**src/rtl/serial_adder_n_pkg.sv**
```systemverilog
// Shared constants for the bit-serial adder: FSM state encodings.
// Latency: n/a (constants only).
// Backpressure: n/a.
package serial_adder_n_pkg;

  // Encodings are fixed so the bench and any debug tooling can decode the state register.
  typedef enum logic [1:0] {
    IDLE = 2'd0,
    ADD  = 2'd1,
    DONE = 2'd2
  } state_t;

endpackage

```
**src/rtl/serial_adder_n_fa_cell.sv**
```systemverilog
// One-bit full-adder cell, the only arithmetic element of the serial adder.
// Latency: combinational.
// Backpressure: none.
// Ports: a, b, ci - operand bits and carry-in; s - sum bit; co - carry-out.
module fa_cell (
  input  logic a,
  input  logic b,
  input  logic ci,
  output logic s,
  output logic co
);

  assign s  = a ^ b ^ ci;
  assign co = (a & b) | (ci & (a ^ b));

endmodule

```
**src/rtl/serial_adder_n.sv**
```systemverilog
// Bit-serial adder: Sum = A + B + Cin, one bit per cycle, LSB first, through one fa_cell.
// Latency: start accepted at edge T -> done high in the cycle after edge T+WIDTH; one op per WIDTH+2 cycles.
// Backpressure: none; start is only sampled in IDLE, requests while busy are dropped.
// Ports: clk, rst (sync, active-high); start, A, B, Cin - request and operands;
//        busy - not IDLE; done - one-cycle result strobe; Sum, Carry, Overflow - registered result.
module serial_adder_n
  import serial_adder_n_pkg::*;
#(
  parameter int WIDTH = 8
) (
  input  logic             clk,
  input  logic             rst,
  input  logic             start,
  input  logic [WIDTH-1:0] A,
  input  logic [WIDTH-1:0] B,
  input  logic             Cin,
  output logic             busy,
  output logic             done,
  output logic [WIDTH-1:0] Sum,
  output logic             Carry,
  output logic             Overflow
);

  localparam int               CNT_W    = $clog2(WIDTH);
  localparam logic [CNT_W-1:0] LAST_BIT = CNT_W'(WIDTH - 1);
  localparam logic [CNT_W-1:0] CNT_ONE  = CNT_W'(1);

  state_t             state_q;
  logic [WIDTH-1:0]   a_q;
  logic [WIDTH-1:0]   b_q;
  logic [WIDTH-1:0]   s_q;
  logic               c_q;
  logic [CNT_W-1:0]   cnt_q;
  logic               busy_q;
  logic               done_q;
  logic [WIDTH-1:0]   sum_q;
  logic               carry_q;
  logic               ovf_q;

  logic               sum_bit_d;
  logic               carry_d;
  logic [WIDTH-1:0]   s_d;

  fa_cell u_fa (
    .a  (a_q[0]),
    .b  (b_q[0]),
    .ci (c_q),
    .s  (sum_bit_d),
    .co (carry_d)
  );

  // Partial sum fills from the top; after WIDTH shifts bit 0 sits at index 0.
  assign s_d = {sum_bit_d, s_q[WIDTH-1:1]};

  always_ff @(posedge clk) begin
    if (rst) begin
      state_q <= IDLE;
      a_q     <= '0;
      b_q     <= '0;
      s_q     <= '0;
      c_q     <= 1'b0;
      cnt_q   <= '0;
      busy_q  <= 1'b0;
      done_q  <= 1'b0;
      sum_q   <= '0;
      carry_q <= 1'b0;
      ovf_q   <= 1'b0;
    end else begin
      done_q <= 1'b0;
      case (state_q)
        IDLE: begin
          if (start) begin
            a_q     <= A;
            b_q     <= B;
            c_q     <= Cin;
            s_q     <= '0;
            cnt_q   <= '0;
            busy_q  <= 1'b1;
            state_q <= ADD;
          end
        end
        ADD: begin
          a_q   <= a_q >> 1;
          b_q   <= b_q >> 1;
          s_q   <= s_d;
          c_q   <= carry_d;
          cnt_q <= cnt_q + CNT_ONE;
          if (cnt_q == LAST_BIT) begin
            // c_q still holds the carry into the MSB on this cycle.
            sum_q   <= s_d;
            carry_q <= carry_d;
            ovf_q   <= carry_d ^ c_q;
            done_q  <= 1'b1;
            state_q <= DONE;
          end
        end
        DONE: begin
          busy_q  <= 1'b0;
          state_q <= IDLE;
        end
        default: begin
          busy_q  <= 1'b0;
          state_q <= IDLE;
        end
      endcase
    end
  end

  assign busy     = busy_q;
  assign done     = done_q;
  assign Sum      = sum_q;
  assign Carry    = carry_q;
  assign Overflow = ovf_q;

endmodule

```
**config.mk**
```make
export PLATFORM = sky130hd
export DESIGN_NAME = serial_adder_n
export DESIGN_NICKNAME = d
export VERILOG_FILES = /design/src/rtl/serial_adder_n_pkg.sv /design/src/rtl/serial_adder_n_fa_cell.sv /design/src/rtl/serial_adder_n.sv
export SDC_FILE = /design/constraint.sdc
export NUM_CORES = 1
export LEC_CHECK = 0
export CAP_MARGIN = 40
export CORE_ASPECT_RATIO = 0.5
export CORE_MARGIN = 1
export CORE_UTILIZATION = 55
export DETAILED_ROUTE_END_ITERATION = 12
export GPL_ROUTABILITY_DRIVEN = 0
export PLACE_DENSITY = 0.83
export SYNTH_ARGS = -nofsm -noshare
export SYNTH_HDL_FRONTEND = slang
export SYNTH_SLANG_ARGS = --single-unit
```
**constraint.sdc**
```tcl
create_clock -name clk -period 2.06 [get_ports clk]
set_input_delay 0.412 -clock clk [delete_from_list [all_inputs] [get_ports clk]]
set_output_delay 0.412 -clock clk [all_outputs]
set_load 0.01 [all_outputs]
```
==> results.toml <==
[sta]
period_share = 0.775
fin_skew_ns = 0.00818
tns_ns = 0
hold_viol = 0
hold_ws_ns = 0.456
setup_ws_ns = 0.463
setup_violations = 0
slew_headroom = 0.453
rsz0062_at_grt = "false"
period_needed_ns = 1.60
max_slew.worst_pin.slew_ns = 0.819
fmax_ghz = 0.626
slew_violations = 0

[cts]
clock_latency_ns = 0.30
hold_buffers = 0
cts-buffers-inserted = 5
clk_pin_slew_ns = 0.09
cts.sinks = 41
cts-root-buf = "clkbuf_8"
htree_num_levels = 2
cts_tree = "yes"
clock_path_buffers = 2
cts_setup_buffers = 0
cts_resized = 0

[min_path]
holdPathStages = 2
holdCritPathClass = "reg -> reg"
min_to = "Sum[0]$_SDFFE_PP0P_"
hold_start = "Sum[0]$_SDFFE_PP0P_"

[global_routing]
grt_pass1_wl_um = 5540
antenna_found_initial = 0
grt_pass1_vias = 1283
grt_usage = 0.220
overflow = 0
grt_max_degree = 31

[die]
io_pins = 32
start_util = 0.579
die_y_um = 41.8
core_um2 = 3010
fp-row-count = 14
die_area_um2 = 3420
die_w_um = 81.7

[drt]
viasPerCell = 5.33
ant_nets = 0
drt_iter0_drc = 84
vias = 1322
drt-total-wl_um = 3250
drt-pass1-iter-count = 5
drc = 0
wl_per_cell_um = 13.1

[logic_synthesis]
yosysWarnings = 0
synth_fa_ha_area_frac = 0.0258
ys_seq_elements = 41
synthCells = 177
yosysSeqAreaShare = 0.470
avgSynthCellArea_um2 = 9.86
synth.largest_area_cell = "dfxtp_1"
synth_mux_area_frac = 0.0746
synth_top_family_by_area = "simple AND/OR/NAND/NOR gates"
synth_top_area_frac = 0.470
synth_compound_area_frac = 0.176
synth_cell_types = 26
synthSimpleGateAreaFrac = 0.181
netlist_area_um2 = 1750
synth.area.top_cells = "dfxtp_1 (47%), a211oi_2 (8.6%), mux2i_1 (7.5%), nor2_1 (7.1%), a22oi_1 (4.7%)"
synth-xor-area-share = 0.00502
syn_nets = 200

[setup_path]
crit_arrival_ns = 1.83
worstPathRequired_ns = 2.29
rrSetupSlack_ns = 0.58
cp-start-kind = "input port"
cp_max_fo = 12
r2r_end = "Overflow$_SDFFE_PP0P_"
path_class = "in -> reg"
cp-end-kind = "flip-flop"
rr_worst_depth = 5
r2r-start = "cnt_q[0]$_SDFFE_PP0P_"

[pwr]
p_leak_nw = 0.791
ir_drop_mv = 0.612
cellPowerDensity_nw_per_um2 = 799

[placement]
post-place-ws_ns = 0.164
dp_hpwl_um = 2230
dpl_cell_area_um2 = 2050
port_buffers = 31
placedCellCount = 240

[outcome]
status = "complete, no violations"

[cells_and_area]
final_cell_mix = "dfxtp_1 (41), nor2_1 (33), clkdlybuf4s50_1 (31)"
drive_above_1_share = 0.149
layout_commonest_cell = "dfxtp_1"
area_delta_synth_final_pct = 24.2
fin_cells = 248
design_area_um2 = 2170
antenna_cells = 0
nets = 230
fillCellCount = 240

[run]
drv_cap = 0
-- power breakdown --
part / switching, mW / leakage [nW] / total (mW) / internal (mW)
Clock: 0.293 / 0.0543 / 0.656 / 0.363
Sequential: 0.0245 / 0.335 / 0.854 / 0.830
Combinational: 0.110 / 0.402 / 0.222 / 0.113
-- critical path, stage by stage --
cell,delay (ns)
clkdlybuf4s50_1,0.44
o21bai_1,0.66
a22oi_1,0.20
nor2_1,0.12
-- per-stage QoR --
stage	utilization	total power, mW
floorplan	-	1.03
global placement	0.681	1.09
detailed placement	0.681	1.09
CTS	0.719	1.74
global route	0.719	1.81
finish	0.719	1.73
-- state kept, by name, summed over array words and instances, names as in the netlist --
register  flops
Carry         1
Overflow      1
Sum           8
a_q           8
b_q           8
busy          1
c_q           1
cnt_q         3
done          1
s_q           7
state_q       2
-- worst max-delay path by stage --
stage	from	endpoint	slack, ns	cells after the start
after global placement	start	s_q[3]$_SDFFE_PP0P_	0.20	4
after global routing	start	s_q[7]$_SDFFE_PP0P_	0.33	4
after CTS	Sum[1]$_SDFFE_PP0P_	Sum[1]	0.46	1
final	start	s_q[7]$_SDFFE_PP0P_	0.46	4
after floorplan	cnt_q[0]$_SDFFE_PP0P_	Overflow$_SDFFE_PP0P_	0.78	5
after detailed placement	start	s_q[4]$_SDFFE_PP0P_	0.16	4
-- cells by family (layout without fill, tap and decap cells) --
kind of cell	after synthesis	in the layout
and+or+nand+nor	66	66
DFF	41	41
AOI/OAI and AO/OA	36	36
buffers and inverters	17	48
muxes	13	13
adders and majority gates	3	3
xor gates and xnor gates	1	1
-- layer usage --
layer  global-route usage  share of wire  up-vias
met5                    0              0        -
met4               0.0772         0.0071        0
met3               0.0879          0.048        2
met2                0.355           0.46       25
met1                0.266           0.49      623
li1                     -              -      672
-- area by class of cell --
class	instances	area, um^2	share of cell area
Sequential cell	41	821	0.379
Inverter	1	3.75	0.00173
Clock buffer	5	68.8	0.0318
Timing Repair Buffer	39	370	0.171
Tap cell	40	50.0	0.0231
Multi-Input combinational cell	119	807	0.372
Clock inverter	3	46.3	0.0214
-- cell usage after synthesis --
cell and instances:
dfxtp_1 41, nor2_1 33, nand2_1 18, mux2i_1 13
a211oi_2 12, a22oi_1 11, a21oi_1 10, buf_4 5
buf_2 4, buf_6 4, clkbuf_1 3, nor4_2 3
nor4b_1 3, ha_1 2, nor2b_1 2, nor3_1 2
nor3b_1 2, a211oi_1 1, and3b_1 1, fa_1 1
inv_1 1, nand2b_1 1, nand3b_1 1, o21ba_1 1
o21bai_1 1, xnor2_1 1
No activity file was read; power rests on OpenSTA's default activity.
